==> config.mk <==
export PLATFORM = sky130hd
export DESIGN_NAME = aes_auth_seq
export DESIGN_NICKNAME = d
export VERILOG_FILES = /design/src/rtl/aes_auth_seq.sv
export SDC_FILE = /design/constraint.sdc
export NUM_CORES = 1
export LEC_CHECK = 0
export CAP_MARGIN = 20
export CORE_ASPECT_RATIO = 0.5
export CORE_UTILIZATION = 40
export CTS_CLUSTER_SIZE = 16
export DETAILED_ROUTE_END_ITERATION = 7
export PLACE_DENSITY_LB_ADDON = 0.12
export SLEW_MARGIN = 40
export SYNTH_ARGS = -nofsm -noshare
export SYNTH_HDL_FRONTEND = slang
export SYNTH_SLANG_ARGS = --single-unit
==> constraint.sdc <==
create_clock -name clk -period 4.3 [get_ports clk]
set_clock_uncertainty 0.1 [all_clocks]
set_input_delay 0.645 -clock clk [delete_from_list [all_inputs] [get_ports clk]]
set_output_delay 0.645 -clock clk [all_outputs]
set_load 0.1 [all_outputs]
==> src/rtl/aes_auth_seq.sv <==
// aes_auth_seq: AES-128 challenge-response sequencer.
// Collects a 16-byte challenge from a byte stream into aes_block (first byte
// in [127:120]), issues a one-cycle aes_start, waits for aes_done, then
// streams the captured 16-byte ciphertext out MSB-byte first.
//
// Ports:
//   clk, rst_n           clock (rising edge), async active-low reset
//   abort                synchronous abort back to COLLECT
//   in_data/in_valid/in_ready     challenge byte stream (valid/ready)
//   out_data/out_valid/out_ready  response byte stream (valid/ready)
//   aes_block, aes_start          plaintext and start pulse to the engine
//   aes_done, aes_result          engine completion pulse and ciphertext
//   busy                 high in LAUNCH, WAIT, SEND
//   error                one-cycle pulse on engine timeout
//
// Parameter TIMEOUT_CYCLES (1..65535): WAIT cycles before an engine fault.
// Optional feature macro: AES_AUTH_TIMEOUT_EN enables the WAIT timeout;
// when undefined no timeout counter exists and error stays 0.
module aes_auth_seq #(
  parameter int unsigned TIMEOUT_CYCLES = 255
) (
  input  logic         clk,
  input  logic         rst_n,
  input  logic         abort,
  input  logic [7:0]   in_data,
  input  logic         in_valid,
  output logic         in_ready,
  output logic [7:0]   out_data,
  output logic         out_valid,
  input  logic         out_ready,
  output logic [127:0] aes_block,
  output logic         aes_start,
  input  logic         aes_done,
  input  logic [127:0] aes_result,
  output logic         busy,
  output logic         error
);

  typedef enum logic [1:0] {COLLECT, LAUNCH, WAIT, SEND} state_t;

  state_t       state;
  logic [3:0]   cnt;
  logic [127:0] resp;
`ifdef AES_AUTH_TIMEOUT_EN
  logic [15:0]  tcnt;
`endif

  always_ff @(posedge clk or negedge rst_n) begin
    if (!rst_n) begin
      state     <= COLLECT;
      cnt       <= '0;
      resp      <= '0;
      in_ready  <= 1'b1;
      out_valid <= 1'b0;
      out_data  <= '0;
      aes_block <= '0;
      aes_start <= 1'b0;
      busy      <= 1'b0;
      error     <= 1'b0;
`ifdef AES_AUTH_TIMEOUT_EN
      tcnt      <= '0;
`endif
    end else begin
      // Pulse outputs default low; only the branches below raise them.
      aes_start <= 1'b0;
      error     <= 1'b0;
      if (abort) begin
        state     <= COLLECT;
        cnt       <= '0;
        out_valid <= 1'b0;
        in_ready  <= 1'b1;
        busy      <= 1'b0;
`ifdef AES_AUTH_TIMEOUT_EN
        tcnt      <= '0;
`endif
      end else begin
        case (state)
          COLLECT: begin
            if (in_valid && in_ready) begin
              aes_block <= {aes_block[119:0], in_data};
              cnt       <= cnt + 4'd1;
              if (cnt == 4'd15) begin
                state     <= LAUNCH;
                in_ready  <= 1'b0;
                aes_start <= 1'b1;
                busy      <= 1'b1;
              end
            end
          end
          LAUNCH: begin
            // A done seen here coincides with aes_start and is ignored.
            state <= WAIT;
`ifdef AES_AUTH_TIMEOUT_EN
            tcnt  <= '0;
`endif
          end
          WAIT: begin
            if (aes_done) begin
              resp      <= aes_result;
              out_data  <= aes_result[127:120];
              out_valid <= 1'b1;
              cnt       <= '0;
              state     <= SEND;
            end
`ifdef AES_AUTH_TIMEOUT_EN
            else if (tcnt == 16'(TIMEOUT_CYCLES - 1)) begin
              error    <= 1'b1;
              state    <= COLLECT;
              cnt      <= '0;
              tcnt     <= '0;
              in_ready <= 1'b1;
              busy     <= 1'b0;
            end else begin
              tcnt <= tcnt + 16'd1;
            end
`endif
          end
          SEND: begin
            if (out_valid && out_ready) begin
              resp     <= {resp[119:0], 8'h00};
              out_data <= resp[119:112];
              cnt      <= cnt + 4'd1;
              if (cnt == 4'd15) begin
                out_valid <= 1'b0;
                state     <= COLLECT;
                in_ready  <= 1'b1;
                busy      <= 1'b0;
              end
            end
          end
          default: state <= COLLECT;
        endcase
      end
    end
  end

endmodule

==> impl_metrics.env, run 1 <==
export IMPL_ys_ff_latch=266
export IMPL_synth_nets=1025
export IMPL_synth_area_per_cell_sq_um=12.64
export IMPL_synth_common_cells="dfrtp_1 (265), mux2_2 (129), nor2_1 (127), a21oi_1 (123), mux2i_1 (122)"
export IMPL_r2r_start="state[0]$_DFFE_PN0P_"
export IMPL_yosysUniqueCellTypes=36
export IMPL_critical_path_class="reg2reg"
export IMPL_std_cell_rows=42
export IMPL_endpoint_kind="flip-flop"
export IMPL_core_area_sq_um=26850
export IMPL_timing_final_hold_violations=0
export IMPL_whs_endpoint="resp[0]$_DFFE_PN0P_"
export IMPL_ff_latch_area_sq_um=6658
export IMPL_fin_cells=1532
export IMPL_rrSetupSlack_ps=1920
export IMPL_syn_to_final_growth_pct=30.53
export IMPL_fill_cells=2297
export IMPL_worstPathRequired_ps=4640
export IMPL_min_from="resp[0]$_DFFE_PN0P_"
export IMPL_cts_sinks=266
export IMPL_finalCritPeriodShare_pct=55.24
export IMPL_layout_setup_ws_ps=1925
export IMPL_ys_flop_type="dfrtp_1"
export IMPL_cts_made_buffers=25
export IMPL_yosys_area_top_type="dfrtp_1"
export IMPL_cp_data_arrival_time_ps=2720
export IMPL_worstMarginPinSlew_ps=585.3
export IMPL_place_area_sq_um=13590
export IMPL_fmax_mhz=421.0
export IMPL_detail_route_antenna_nets=0
export IMPL_r2r_end="resp[40]$_DFFE_PN0P_"
export IMPL_drc=0
export IMPL_synthArstFlopShare_pct=100.0
export IMPL_synthCells=878
export IMPL_finalCoreUtilization_pct=53.94
export IMPL_synthTopCellsByArea="dfrtp_1 (60%), mux2_2 (13%), mux2i_1 (11%), a21oi_1 (5.5%), nor2_1 (4.3%)"
export IMPL_synth_edff_count=0
export IMPL_cp_max_fo=116
export IMPL_vias_per_cell=4.873
export IMPL_wl_per_cell_microns=16.47
export IMPL_start_util_pct=41.32
export IMPL_drtPass1Iterations=6
export IMPL_rsz0062_at_grt="false"
export IMPL_power_density_nw_per_um2=786.0
export IMPL_diodes=0
export IMPL_drive_gt1_share_pct=28.50
export IMPL_nets=1289
export IMPL_clk_latency_ps=530
export IMPL_wirelength_microns=25230
export IMPL_die_h_microns=119.8
export IMPL_max_clock_path_buffers=3
export IMPL_numPortBuffers=281
export IMPL_grt_usage_pct=17.81
export IMPL_die_w_microns=237.6
export IMPL_timing_max_cap_violations=0
export IMPL_placed_cells=1486
export IMPL_synth_area_sq_um=11100
export IMPL_multiInputGateArea_sq_um=4179
export IMPL_path_clk_slew_ps=70
export IMPL_peakVddDrop_mv=0.7164
export IMPL_hold_depth=1
export IMPL_gr_total_overflow=0
export IMPL_hold_path_class="reg2reg"
export IMPL_yosysSeqAreaShare_pct=60.00
export IMPL_slew_headroom_pct=60.84
export IMPL_cp_start_kind="flip-flop"
export IMPL_io_pins=283
export IMPL_first_iter_violations=417
export IMPL_reg2regPathDepth=7
export IMPL_grt_first_pass_wirelength_microns=40520
export IMPL_dp_hpwl_microns=17270
export IMPL_slew_violations=0
export IMPL_dieArea_sq_um=28450
export IMPL_antenna_found_initial=0
export IMPL_yosysMostFrequentCell="dfrtp_1"
export IMPL_netlist_area_leader_share_pct=59.76
export IMPL_status="finished, final reports clean"
export IMPL_setup_tns_ps=0
export IMPL_p_leak_nw=6.557
export IMPL_h_tree_depth=1
export IMPL_grt_max_degree=121
export IMPL_clockRootBuffer="clkbuf_16"
export IMPL_fin_crit_ps=2375
export IMPL_fin_area_sq_um=14490
export IMPL_cts_tree="yes"
export IMPL_vias=7465
export IMPL_place_gp_congestion=0.8139
export IMPL_setup_viol=0
export IMPL_post_place_ws_ps=1494
export IMPL_grt_pass1_vias=7665
export IMPL_post_cts_setup_buffers=0
export IMPL_ys_warnings_count=0
-- per-layer routing --
layer / vias to the layer above / wire (microns) / share of wire (%) / track usage [%]
met4: 0 / 486 / 1.9 / 3.911
met1: 3657 / 11040 / 44 / 23.26
met2: 155 / 12240 / 49 / 29.38
li1: 3619 / - / - / -
met3: 34 / 1459 / 5.8 / 5.268
met5: - / 0 / 0 / 0
-- through the flow --
step | hold WS (ps) | power (mW)
after global placement | 390.0 | 9.474
after CTS | 71.47 | 11.52
after global routing | 424.0 | 11.99
after detailed placement | 390.1 | 9.216
final | 402.7 | 11.39
after floorplan | 249.4 | 8.143
-- critical path, cell delays in order (launching register included) --
cell and delay [ps]:
dfrtp_1 390, inv_1 110, ha_1 310, nor2b_1 220, nor4_4 440, buf_12 420
nor2_1 100, a21oi_1 150
-- worst max-delay path by stage --
stage / start / to / cells after the start / slack, ps
finish: state[0]$_DFFE_PN0P_ / resp[40]$_DFFE_PN0P_ / 7 / 1920
global route: state[0]$_DFFE_PN0P_ / resp[40]$_DFFE_PN0P_ / 7 / 1740
CTS: state[0]$_DFFE_PN0P_ / resp[108]$_DFFE_PN0P_ / 7 / 1920
detailed placement: abort / aes_block[9]$_DFFE_PN0P_ / 5 / 1490
global placement: abort / aes_block[1]$_DFFE_PN0P_ / 5 / 1540
floorplan: out_valid$_DFFE_PN0P_ / out_data[0]$_DFFE_PN0P_ / 6 / 1970
-- flip-flops by register name (all words and copies together) (netlist names) --
register	count
in_ready	1
busy	1
aes_block	128
state	2
out_valid	1
resp	120
out_data	8
cnt	4
aes_start	1
-- layout make-up --
class                      instances  share of cell area [%]
clock buffer                      34                   5.036
inverter                           4                  0.1037
timing repair buffer             293                   16.14
sequential                       266                   45.96
tap                              374                   3.231
multi-input combinational        552                   28.85
clock inverter                     9                  0.6824
-- logic make-up (layout without fill, tap and decap cells) --
| family | after synthesis | after routing | synth area share (%) |
|---|---|---|---|
| and+or+nand+nor | 149 | 149 | 5.536 |
| buffers and inverters | 60 | 340 | 2.481 |
| AOI/OAI and AO/OA | 146 | 146 | 7.295 |
| other | 1 | 1 | 0.03379 |
| adders and majority gates | 5 | 5 | 0.5638 |
| DFF | 266 | 266 | 60.00 |
| muxes | 251 | 251 | 24.10 |
-- placed cells by master (no fill, tap or decap), drive strengths merged --
cell type and n:
a21bo 1, a21boi 2, a21oi 123, a22o 10, buf 152, bufinv 2, clkbuf 34, clkdlybuf4s50 140
clkinv 6, conb 1, dfrtp 265, dfstp 1, dlygate4sd3 1, ha 5, inv 5, mux2 129
mux2i 122, nand2 6, nand2b 4, nand3 2, nand3b 2, nor2 127, nor2b 1, nor3 1
nor3b 1, nor4 1, o211a 1, o21ai 2, o21ba 1, o21bai 1, o221ai 1, o31ai 1
o32a 1, o32ai 1, o41ai 1, or2 3, or3 1
-- timing repair --
| action | in CTS | in global routing |
|---|---|---|
| hold buffers | 0 | 1 |
| endpoints found under the hold margin | 0 | 52 |
| resized for setup | 0 | 0 |
-- power breakdown --
part	internal, mW	total, mW	switching, mW
logic	1.29	5.12	3.83
registers	3.44	4.01	0.571
clock network	1.30	2.25	0.952
Power figures use the tool's default switching activity.
==> run 2, diff against run 1 <==
Clock period 4.3 ns to 2.3 ns, I/O delays scaled along.
==> impl_metrics.env, run 2 (same netlist as run 1, synthesis figures left out) <==
export IMPL_cts_sinks=266
export IMPL_grt_first_pass_wirelength_microns=41210
export IMPL_hold_path_class="in2async"
export IMPL_slew_violations=0
export IMPL_worstPathRequired_ps=2650
export IMPL_drtPass1Iterations=4
export IMPL_numPortBuffers=281
export IMPL_status="finished, final reports clean"
export IMPL_reg_top3="aes_block x128, resp x120, out_data x8"
export IMPL_p_sw_share_pct=46.26
export IMPL_grt_max_degree=69
export IMPL_antenna_found_initial=0
export IMPL_clk_latency_ps=530
export IMPL_die_w_microns=237.6
export IMPL_h_tree_depth=1
export IMPL_dieArea_sq_um=28450
export IMPL_clockRootBuffer="clkbuf_16"
export IMPL_wl_per_cell_microns=16.73
export IMPL_cp_max_fo=36
export IMPL_critical_path_class="reg2reg"
export IMPL_setup_viol=0
export IMPL_fmax_mhz=463.7
export IMPL_die_h_microns=119.8
export IMPL_first_iter_violations=404
export IMPL_seqPwrFrac_pct=34.4
export IMPL_dp_hpwl_microns=18440
export IMPL_finalCritPeriodShare_pct=93.77
export IMPL_core_area_sq_um=26850
export IMPL_grt_usage_pct=18.23
export IMPL_top_register="aes_block"
export IMPL_vias_per_cell=4.901
export IMPL_p_int_mw=11.80
export IMPL_cts_made_buffers=25
export IMPL_largest_reg_flops=128
export IMPL_timing_max_cap_violations=0
export IMPL_timing_final_hold_violations=0
export IMPL_reg2regPathDepth=9
export IMPL_p_comb_share_pct=46.6
export IMPL_cts_tree="yes"
export IMPL_finalCoreUtilization_pct=56.40
export IMPL_gr_total_overflow=0
export IMPL_detail_route_antenna_nets=0
export IMPL_hold_slack_ps=210.9
export IMPL_nets=1316
export IMPL_drc=0
export IMPL_power_frac_clock_pct=19.0
export IMPL_power_switching_mw=10.16
export IMPL_peakVddDrop_mv=1.402
export IMPL_start_util_pct=41.32
export IMPL_final_common_cell="dfrtp_1"
export IMPL_cp_start_kind="flip-flop"
export IMPL_drive_gt1_share_pct=30.33
export IMPL_diodes=0
export IMPL_io_pins=283
export IMPL_path_clk_slew_ps=70
export IMPL_vias=7650
export IMPL_slew_headroom_pct=65.24
export IMPL_syn_to_final_growth_pct=36.49
export IMPL_worstMarginPinSlew_ps=521.4
export IMPL_place_gp_congestion=0.8132
export IMPL_finalPower_mw=21.97
export IMPL_fin_crit_ps=2157
export IMPL_p_leak_nw=6.739
export IMPL_cp_data_arrival_time_ps=2500
export IMPL_final_cell_mix="dfrtp_1 (264), buf_4 (159), clkdlybuf4s50_1 (140), mux2_2 (129), nor2_1 (127)"
export IMPL_wirelength_microns=26110
export IMPL_std_cell_rows=42
export IMPL_power_density_nw_per_um2=1450
export IMPL_grt_pass1_vias=7789
export IMPL_fill_cells=2214
export IMPL_max_clock_path_buffers=3
export IMPL_endpoint_kind="flip-flop"
==> run 2: final cells by class <==
| cell class | count | area, sq um | area share [%] |
|---|---|---|---|
| flip-flops and latches | 266 | 6659 | 43.97 |
| multi-input cells | 552 | 4185 | 27.63 |
| well taps | 374 | 467.9 | 3.090 |
| clock inverters | 9 | 86.33 | 0.5700 |
| inverters | 4 | 15.01 | 0.09913 |
| repair buffers | 320 | 2995 | 19.78 |
| clock buffers | 36 | 737.0 | 4.866 |
==> run 2: final timing paths <==
path                                           start  slack, ps                         to
worst max-delay path            state[0]$_DFFE_PN0P_        140       resp[69]$_DFFE_PN0P_
worst min-delay path                           rst_n        210  aes_block[15]$_DFFE_PN0P_
worst max register to register  state[0]$_DFFE_PN0P_        140       resp[69]$_DFFE_PN0P_
worst min register to register   resp[5]$_DFFE_PN0P_        400        resp[5]$_DFFE_PN0P_
max in group asynchronous                      rst_n       1220       resp[64]$_DFFE_PN0P_
min in group clk                       aes_result[7]        320        resp[7]$_DFFE_PN0P_
==> run 2: power groups by stage <==
| stage | Clock, mW | Sequential [mW] | Combinational [mW] |
|---|---|---|---|
| floorplan | 0 | 12.3 | 2.96 |
| global placement | 0 | 7.60 | 10.1 |
| detailed placement | 0 | 7.68 | 10.2 |
| CTS | 4.32 | 7.60 | 10.2 |
| global route | 4.50 | 7.80 | 10.8 |
| finish | 4.16 | 7.56 | 10.2 |
==> run 2: what timing repair did <==
item | CTS | global route
resized for setup | 0 | 5
setup buffers | 0 | 7
endpoints found under the hold margin | 45 | 0
endpoints found under the setup margin | 0 | 66
hold buffers | 1 | 0
==> run 2: through the flow <==
stage | std cells | instance area (sq um) | setup slack [ps] | setup TNS [ps]
after floorplan | 878 | 11100 | 208.4 | 0
after global placement | 1507 | 14200 | 196.4 | 0
after detailed placement | 1507 | 14200 | 136.3 | 0
after CTS | 1553 | 15030 | 116.3 | 0
after global routing | 1561 | 15150 | -14.70 | -27.19
final | 1561 | 15150 | 143.2 | 0
==> run 2: worst max-delay path: stages (launching register included) <==
cell       delay (ps)
dfrtp_1           370
buf_4             140
ha_4              210
a21boi_2          200
nor4_4            320
clkbuf_16         210
buf_12            120
buf_16            170
nor2_1             70
a21oi_1           120
==> run 2: routing by layer <==
metal / track usage (%) / share of wire [%]
met5: 0 / 0
met4: 3.952 / 1.7
met3: 5.268 / 5.8
met2: 31.01 / 50
met1: 23.12 / 43
